<file path="config.mk">
export PLATFORM = sky130hd
export DESIGN_NAME = cdc_req_ack_tx
export DESIGN_NICKNAME = d
export VERILOG_FILES = /design/src/rtl/cdc_req_ack_tx.sv
export SDC_FILE = /design/constraint.sdc
export NUM_CORES = 1
export LEC_CHECK = 0
export CAP_MARGIN = 20
export CORE_AREA = 2 2 73 58
export DETAILED_ROUTE_END_ITERATION = 8
export DIE_AREA = 0 0 75 60
export GPL_ROUTABILITY_DRIVEN = 0
export PLACE_DENSITY = 0.75
export SLEW_MARGIN = 10
export SYNTH_ARGS = -nofsm -noshare
export SYNTH_HDL_FRONTEND = slang
export SYNTH_SLANG_ARGS = --single-unit
</file>
<file path="constraint.sdc">
create_clock -name clk -period 5.57 [get_ports clk]
set_clock_uncertainty 0.2 [all_clocks]
set_input_delay 0.8355 -clock clk [delete_from_list [all_inputs] [get_ports clk]]
set_output_delay 0.8355 -clock clk [all_outputs]
set_load 0.05 [all_outputs]
</file>
<file path="src/rtl/cdc_req_ack_tx.sv">
// cdc_req_ack_tx: source-domain transmit side of a four-phase req/ack crossing.
//
// A word is accepted over a valid/ready interface and held on tx_data while a
// level request (tx_req) is raised. The returning acknowledge is synchronized
// and the four-phase sequence is completed before the next word is accepted:
//   IDLE --accept--> REQ --ack_s=1 (or timeout)--> ACK_LOW --ack_s=0--> IDLE
//
// Handshake: a word transfers on a rising clk edge where in_valid and in_ready
// are both 1. in_ready does not depend on in_valid. A word offered while
// in_ready is 0 is not taken, so upstream must keep it until in_ready is 1.
//
// Ports:
//   clk          source-domain clock, rising edge
//   rst          asynchronous active-high reset
//   in_data      word to send
//   in_valid     in_data valid
//   in_ready     block can accept a word (0 while rst is high)
//   tx_data      held word to the downstream synchronizer
//   tx_req       registered four-phase request level
//   tx_ack_async acknowledge from the destination domain (asynchronous)
//   err_clr      clears the sticky error flags
//   proto_err    sticky: synchronized ack seen high while IDLE
//   timeout_err  sticky: a request was aborted on timeout
//   xfer_count   completed-transfer counter, wraps at 256
module cdc_req_ack_tx #(
    parameter int WIDTH       = 8,
    parameter int SYNC_STAGES = 2,
    parameter int TIMEOUT     = 255
) (
    input  logic             clk,
    input  logic             rst,
    input  logic [WIDTH-1:0] in_data,
    input  logic             in_valid,
    output logic             in_ready,
    output logic [WIDTH-1:0] tx_data,
    output logic             tx_req,
    input  logic             tx_ack_async,
    input  logic             err_clr,
    output logic             proto_err,
    output logic             timeout_err,
    output logic [7:0]       xfer_count
);

    localparam logic [1:0] IDLE    = 2'd0;
    localparam logic [1:0] REQ     = 2'd1;
    localparam logic [1:0] ACK_LOW = 2'd2;

    localparam logic [7:0] TIMER_LAST = 8'(TIMEOUT - 1);

    logic [1:0]             state_q, state_d;
    logic [WIDTH-1:0]       tx_data_q, tx_data_d;
    logic                   tx_req_q, tx_req_d;
    logic [SYNC_STAGES-1:0] ack_sync_q, ack_sync_d;
    logic                   proto_err_q, proto_err_d;
    logic                   timeout_err_q, timeout_err_d;
    logic [7:0]             xfer_count_q, xfer_count_d;
    logic [7:0]             timer_q, timer_d;
    logic                   abort_q, abort_d;

    logic ack_s;
    logic proto_set;
    logic timeout_set;

    // Only the first chain stage ever samples the asynchronous acknowledge.
    assign ack_s = ack_sync_q[SYNC_STAGES-1];

    assign in_ready    = (state_q == IDLE) & ~rst;
    assign tx_data     = tx_data_q;
    assign tx_req      = tx_req_q;
    assign proto_err   = proto_err_q;
    assign timeout_err = timeout_err_q;
    assign xfer_count  = xfer_count_q;

    always_comb begin
        ack_sync_d    = {ack_sync_q[SYNC_STAGES-2:0], tx_ack_async};
        state_d       = state_q;
        tx_data_d     = tx_data_q;
        tx_req_d      = tx_req_q;
        xfer_count_d  = xfer_count_q;
        timer_d       = timer_q;
        abort_d       = abort_q;
        proto_set     = 1'b0;
        timeout_set   = 1'b0;

        case (state_q)
            IDLE: begin
                proto_set = ack_s;
                if (in_valid && in_ready) begin
                    tx_data_d = in_data;
                    tx_req_d  = 1'b1;
                    timer_d   = 8'd0;
                    abort_d   = 1'b0;
                    state_d   = REQ;
                end
            end
            REQ: begin
                if (ack_s) begin
                    tx_req_d = 1'b0;
                    state_d  = ACK_LOW;
                end else if (timer_q == TIMER_LAST) begin
                    // Abort still walks through ACK_LOW so a late ack is
                    // drained before the next word can start.
                    tx_req_d    = 1'b0;
                    timeout_set = 1'b1;
                    abort_d     = 1'b1;
                    state_d     = ACK_LOW;
                end else begin
                    timer_d = timer_q + 8'd1;
                end
            end
            ACK_LOW: begin
                if (!ack_s) begin
                    state_d = IDLE;
                    if (!abort_q) begin
                        xfer_count_d = xfer_count_q + 8'd1;
                    end
                end
            end
            default: begin
                tx_req_d = 1'b0;
                state_d  = IDLE;
            end
        endcase

        // A new error in the same cycle as err_clr must not be lost.
        proto_err_d   = proto_set   | (proto_err_q   & ~err_clr);
        timeout_err_d = timeout_set | (timeout_err_q & ~err_clr);
    end

    always_ff @(posedge clk or posedge rst) begin
        if (rst) begin
            state_q       <= IDLE;
            tx_data_q     <= '0;
            tx_req_q      <= 1'b0;
            ack_sync_q    <= '0;
            proto_err_q   <= 1'b0;
            timeout_err_q <= 1'b0;
            xfer_count_q  <= 8'd0;
            timer_q       <= 8'd0;
            abort_q       <= 1'b0;
        end else begin
            state_q       <= state_d;
            tx_data_q     <= tx_data_d;
            tx_req_q      <= tx_req_d;
            ack_sync_q    <= ack_sync_d;
            proto_err_q   <= proto_err_d;
            timeout_err_q <= timeout_err_d;
            xfer_count_q  <= xfer_count_d;
            timer_q       <= timer_d;
            abort_q       <= abort_d;
        end
    end

endmodule

</file>
==> flow_summary.toml <==
[setup_path]
critPathTopFamily = "buffers and inverters"
rr_endpoint = "timer_q[4]$_DFFE_PP0P_"
rr_worst_depth = 4
cp.required_ps = 4530
cp-end-kind = "output port"
path_buf_inv = 2
path_max_fanout = 3
slowest_stage = "clkdlybuf4s50_1"
cp_data_arrival_time_ps = 2350
r2r_setup_slack_ps = 3340
worst_setup_path_start_kind = "input pin"
cpPeakStageDelay_ps = 860
reg2reg_from = "state_q[0]$_DFFE_PP0P_"
cp_common_cell = "clkdlybuf4s50_1"
crit_chain = "clkdlybuf4s50_1 -> nor3_1 -> clkdlybuf4s50_1"
critPathKind = "input pin to output port"

[clock_network]
htreeDepth = 2
hold_buffers = 0
insertion_delay_ps = 270
cts_setup_buffers = 0
cts.reportedPaths.clkPinSlew_ps = 70
cts_tree = "done"
cts_buffers = 5
cts_buffer_depth = 2
clock-sinks = 32
clockRootBuffer = "clkbuf_8"
cts_resized = 0

[min_path]
worstHoldStart = "ack_sync_q[0]$_DFF_PP0_"
hold_path.class = "register to register"
worstHoldPathCells = 0
hold_end = "ack_sync_q[1]$_DFF_PP0_"

[placement]
numPortBuffers = 32
hpwl_mm = 2.18

[timing]
rsz0062_at_grt = "no"
slew_headroom_pct = 58.7
fin_setup_tns_ps = 0
hold_viol_final = 0
fmax_mhz = 295
setup_viol = 0
worst_pin_slew_ps = 619
slew_viol_final = 0
whs_ps = 158
finalCriticalPeriod_ps = 3390
fin_crit_sh_pct = 60.8

[drt]
drc = 0
wl_mm = 2.97
ant_nets = 0
vias = 1102
drt-initial-drc-count = 41
vias_per_cell = 5.06
wl_per_cell_um = 13.6
drt_pass1_iterations = 4

[final_layout]
area_delta_synth_final_pct = 33.6
fin_nets = 178
antennaDiodeCount = 0
drive_above_1_share_pct = 11.7

[logic_synthesis]
synth_edf_count = 0
netlist.top_cell.by_area = "dfrtp_1"
ys_types = 35
synth_area_leaders = "dfrtp_1 55%, mux2_2 7.0%, nand3_1 3.5%"
syn_area_per_cell_um2 = 11.4
synth-async-reset-ratio_pct = 100
ys_ff_latch = 32
yosysSeqAreaShare_pct = 55.3
ys_warn_count = 0
synth.most_common_cell = "dfrtp_1"
synth_flop_cell = "dfrtp_1"
synth_nets = 143
synth.top_cell.area_share_pct = 55.3
synth_common_cells = "32 x dfrtp_1, 13 x nand2_1, 10 x nand3_1"
synth_area_um2 = 1450
syn_inst = 127

[power]
power_leakage_nw = 0.839
power_density_nw_per_um2 = 476
finalPower_w = 0.000921
ir_worst_vdd_mv = 0.255

[floorplanning]
die_area_um2 = 4500
io_pins = 33
die_x_um = 75
start_util_pct = 37.8
rows = 20
die_h_um = 60
core_area_um2 = 3830

[job]
cap_violations = 0

[global_route]
grt_overflow = 0
gr-usage-all-layers_pct = 15.4
antenna_found_initial = 0
grt_pass1_wl_mm = 5.15
grt_pass1_vias = 1101
grt_max_degree = 20

[outcome]
status = "complete, no violations"
flip-flops by register name, summed over array words and instances (netlist names):
| signal | cells |
|---|---|
| abort_q | 1 |
| xfer_count | 8 |
| ack_sync_q | 2 |
| state_q | 2 |
| tx_data | 8 |
| timeout_err | 1 |
| proto_err | 1 |
| tx_req | 1 |
| timer_q | 8 |
layer usage:
layer	vias up	GRT usage, %	routed length (um)
li1	526	-	-
met1	526	20.0	1370
met2	45	24.4	1380
met3	5	6.24	188
met4	0	3.57	27
met5	-	0	0
worst reg2reg max path, cell delays in order (launching register included):
cell	delay, ps
dfrtp_1	520
or4b_1	880
nand2_1	190
a21oi_1	50
a211o_1	280
per-stage QoR:
step / util [%] / area (um^2) / instances / setup slack, ps
2_1_floorplan: - / 1450 / 127 / 2610
3_5_place_dp: 47.7 / 1830 / 210 / 2200
6_report: 50.5 / 1930 / 218 / 2180
3_3_place_gp: 47.0 / 1800 / 209 / 2240
5_1_grt: 50.5 / 1930 / 218 / 2100
4_1_cts: 50.5 / 1930 / 218 / 2200
where the power goes:
part	leakage [nW]	switching [W]	internal [W]
combinational	0.376	0.000217	0.000131
clock	0.0552	0.0000797	0.000133
sequential	0.408	0.0000664	0.000294
total	0.839	0.000363	0.000557
placed cells by master (no fill, tap or decap), types with 2 or more instances in the layout:
master           count
inv_1                5
o21ai_0              4
dfrtp_1             32
or3_1                3
nor2_1               5
a21oi_1              5
xnor2_1              3
ha_1                 3
mux2_2               9
nand2_1             13
a31oi_1              2
clkdlybuf4s50_1     32
nand3_1             10
clkbuf_8             5
xor2_1               4
nor3_1               2
nand4_1              4
layout make-up:
cell class	count	area, um^2
clock inverters	2	35.0
well taps	55	68.8
multi-input cells	85	591
inverters	5	18.8
repair buffers	33	348
clock buffers	6	72.6
flip-flops and latches	32	801
fillers	333	1890
cell families after synthesis:
logic type | Yosys count | share of synthesized area [%]
xor+xnor | 7 | 4.24
flops | 32 | 55.3
fa+ha+maj | 3 | 2.59
buf+inv | 10 | 3.89
mux | 9 | 7.00
simple gates | 47 | 18.2
compound gates | 19 | 8.82
worst max path at each step:
stage	start	endpoint	slack, ps	depth (start not counted)
after CTS	rst	in_ready	2200	3
final	rst	in_ready	2180	3
after global placement	rst	in_ready	2240	3
after detailed placement	rst	in_ready	2200	3
after global routing	rst	in_ready	2100	3
after floorplan	rst	in_ready	2610	1
No activity file was read; power rests on OpenSTA's default activity.
==> patch: new RTL, config.mk and constraints unchanged <==
Make the reset (`rst`) synchronous in one clocked block. Comments in the files are not updated.
--- a/src/rtl/cdc_req_ack_tx.sv
+++ b/src/rtl/cdc_req_ack_tx.sv
@@ -127,7 +127,7 @@
         timeout_err_d = timeout_set | (timeout_err_q & ~err_clr);
     end
 
-    always_ff @(posedge clk or posedge rst) begin
+    always_ff @(posedge clk) begin
         if (rst) begin
             state_q       <= IDLE;
             tx_data_q     <= '0;
Function: differs if rst is asserted again (counterexample within 4 cycles, from zero or initial values and one cycle with rst high); with rst held inactive, the same outputs for 10 cycles.
==> patch against the unedited design <==
  * Critical path depth is the same
  * Synthesized area shrank 3.5%
  * Die area stayed put
  * Via count increased by 7.5%
  * Highest routed layer is now met3
  * Routed wire length shrank 7.2%
  * Setup slack worse by 28 ps
  * Cell area is 2.7% lower
  * Sequential cell count unchanged
Power is not compared: it rests on default switching activity, and its combinational part moved more than twofold at a synthesized area within 25%.
==> patch: results (changes against the unedited design) <==
Parameter                              Value

GRT
  Wire length of the first global-routing pass    4520 um (-12%)
  Overall fraction of global-route tracks in use    13.4% (-2.1 points)

Finish
  Multi-input gate area in the final layout    726 sq um (+23%)
  Share of final-layout standard cells stronger than drive strength 1    7.69% (-4.0 points)
  Clock network contribution to total cell area    5.92% (+0.35 points)
  Layout Nets    210 (+18%)
  Non-clk buf share    17.4% (-0.56 points)
  Multi-input combinational gate total    120 (+41%)
  Multi-input gate share of the layout cell area    38.6% (+8.0 points)
  Sequential share of cell area    34.0% (-7.4 points)
  Number of fillers in the final layout    376 (+13%)
  Count of non-CTS inverters in the layout    2 (-3)
  Final Non-Filler Cells    250 (+15%)
  Count of flip-flops and latches    32 (unchanged)

CTS
  Clock buffer count from CTS    5 (unchanged)
  Post-CTS Setup Bufs    0 (unchanged)

Placement
  Total placed instance area    0.00177 sq mm (-3.1%)
  Detailed placement HPWL    1870 um (-14%)
  Setup slack after placement    2160 ps (-41.6 ps)

Timing
  Slew of the pin with the lowest slew margin    696 ps (+76.9 ps)
  Hold WS    236 ps (+78.0 ps)

Worst setup path
  Dominant delay contributor by cell family on the critical path    buffers and inverters
  FF-to-FF Start    state_q[0]$_SDFFE_PP0P_
  CP peak stage delay    880 ps (+20 ps)
  Flop2flop setup slack    3730 ps (+390 ps)
  Reg-to-reg endpoint    timer_q[3]$_SDFFE_PP0P_
  Depth of the worst register-to-register path    4 (unchanged)
  Crit Path Max Fanout    3 (unchanged)
  Signal arrival time at the worst endpoint    2380 ps (+30 ps)

Synthesis
  Share of the synthesized area in compound gates (AO/OA/AOI/OAI)    14.4% (+5.6 points)
  Net count after synthesis    175 (+22%)
  Sequential element share of the synthesized area    45.8% (-9.5 points)
  Adder-cell share of the synthesized area    2.69% (+0.093 points)
  List of most frequent post-synthesis cells    32 x dfxtp_1, 23 x nand2_1, 13 x nor2_1
  Xor-xnor portion of the synthesized cell area    4.39% (+0.15 points)
  Number of different library cells in the post-synthesis netlist    32 (-8.6%)
  Biggest area contributors in the synthesized netlist    dfxtp_1 46%, nand2_1 6.2%, nand2b_1 5.4%, a21oi_1 4.3%, o21ai_0 4.3%
  Proportion of synthesized flip-flops having asynchronous set or reset    0% (-100 points)
  Post-synth top flop    dfxtp_1

Routing
  Post-detailed-route wirelength per cell    11.0 um (-19%)
  1st-iter DRT viols    45 (+9.8%)
  Number of vias per cell    4.74 (-6.2%)

Run status
  Result of the run    completed

Min path
  End of the worst hold path    ack_sync_q[1]$_SDFF_PP0_
  Launch instance of the worst min-delay path    ack_sync_q[0]$_SDFF_PP0_
  Number of cells on the worst hold path    1 (+1)
==> patch: cell count changes after synthesis, moves of 7 or more <==
cell / change
nand2_1: +10
mux2_2: -9
nor2_1: +8
a21oi_1: +7
dfxtp_1: +32
nand2b_1: +11
o21ai_0: +8
dfrtp_1: -32
==> patch: worst max-delay path by stage <==
stage | start | end | slack (ps) | cells after the start
after CTS | rst | in_ready | 2160 | 3
after floorplan | rst | in_ready | 2560 | 1
after detailed placement | rst | in_ready | 2160 | 3
after global placement | rst | in_ready | 2150 | 3
after global routing | rst | in_ready | 2110 | 3
final | rst | in_ready | 2150 | 3
==> patch: routing by layer <==
metal | global-route usage, % | up-vias | part of all wire (%)
li1 | - | 627 | -
met1 | 18.3 | 536 | 51
met2 | 19.2 | 22 | 44
met3 | 5.73 | 0 | 5.5
met4 | 3.83 | 0 | 0
met5 | 0 | - | 0
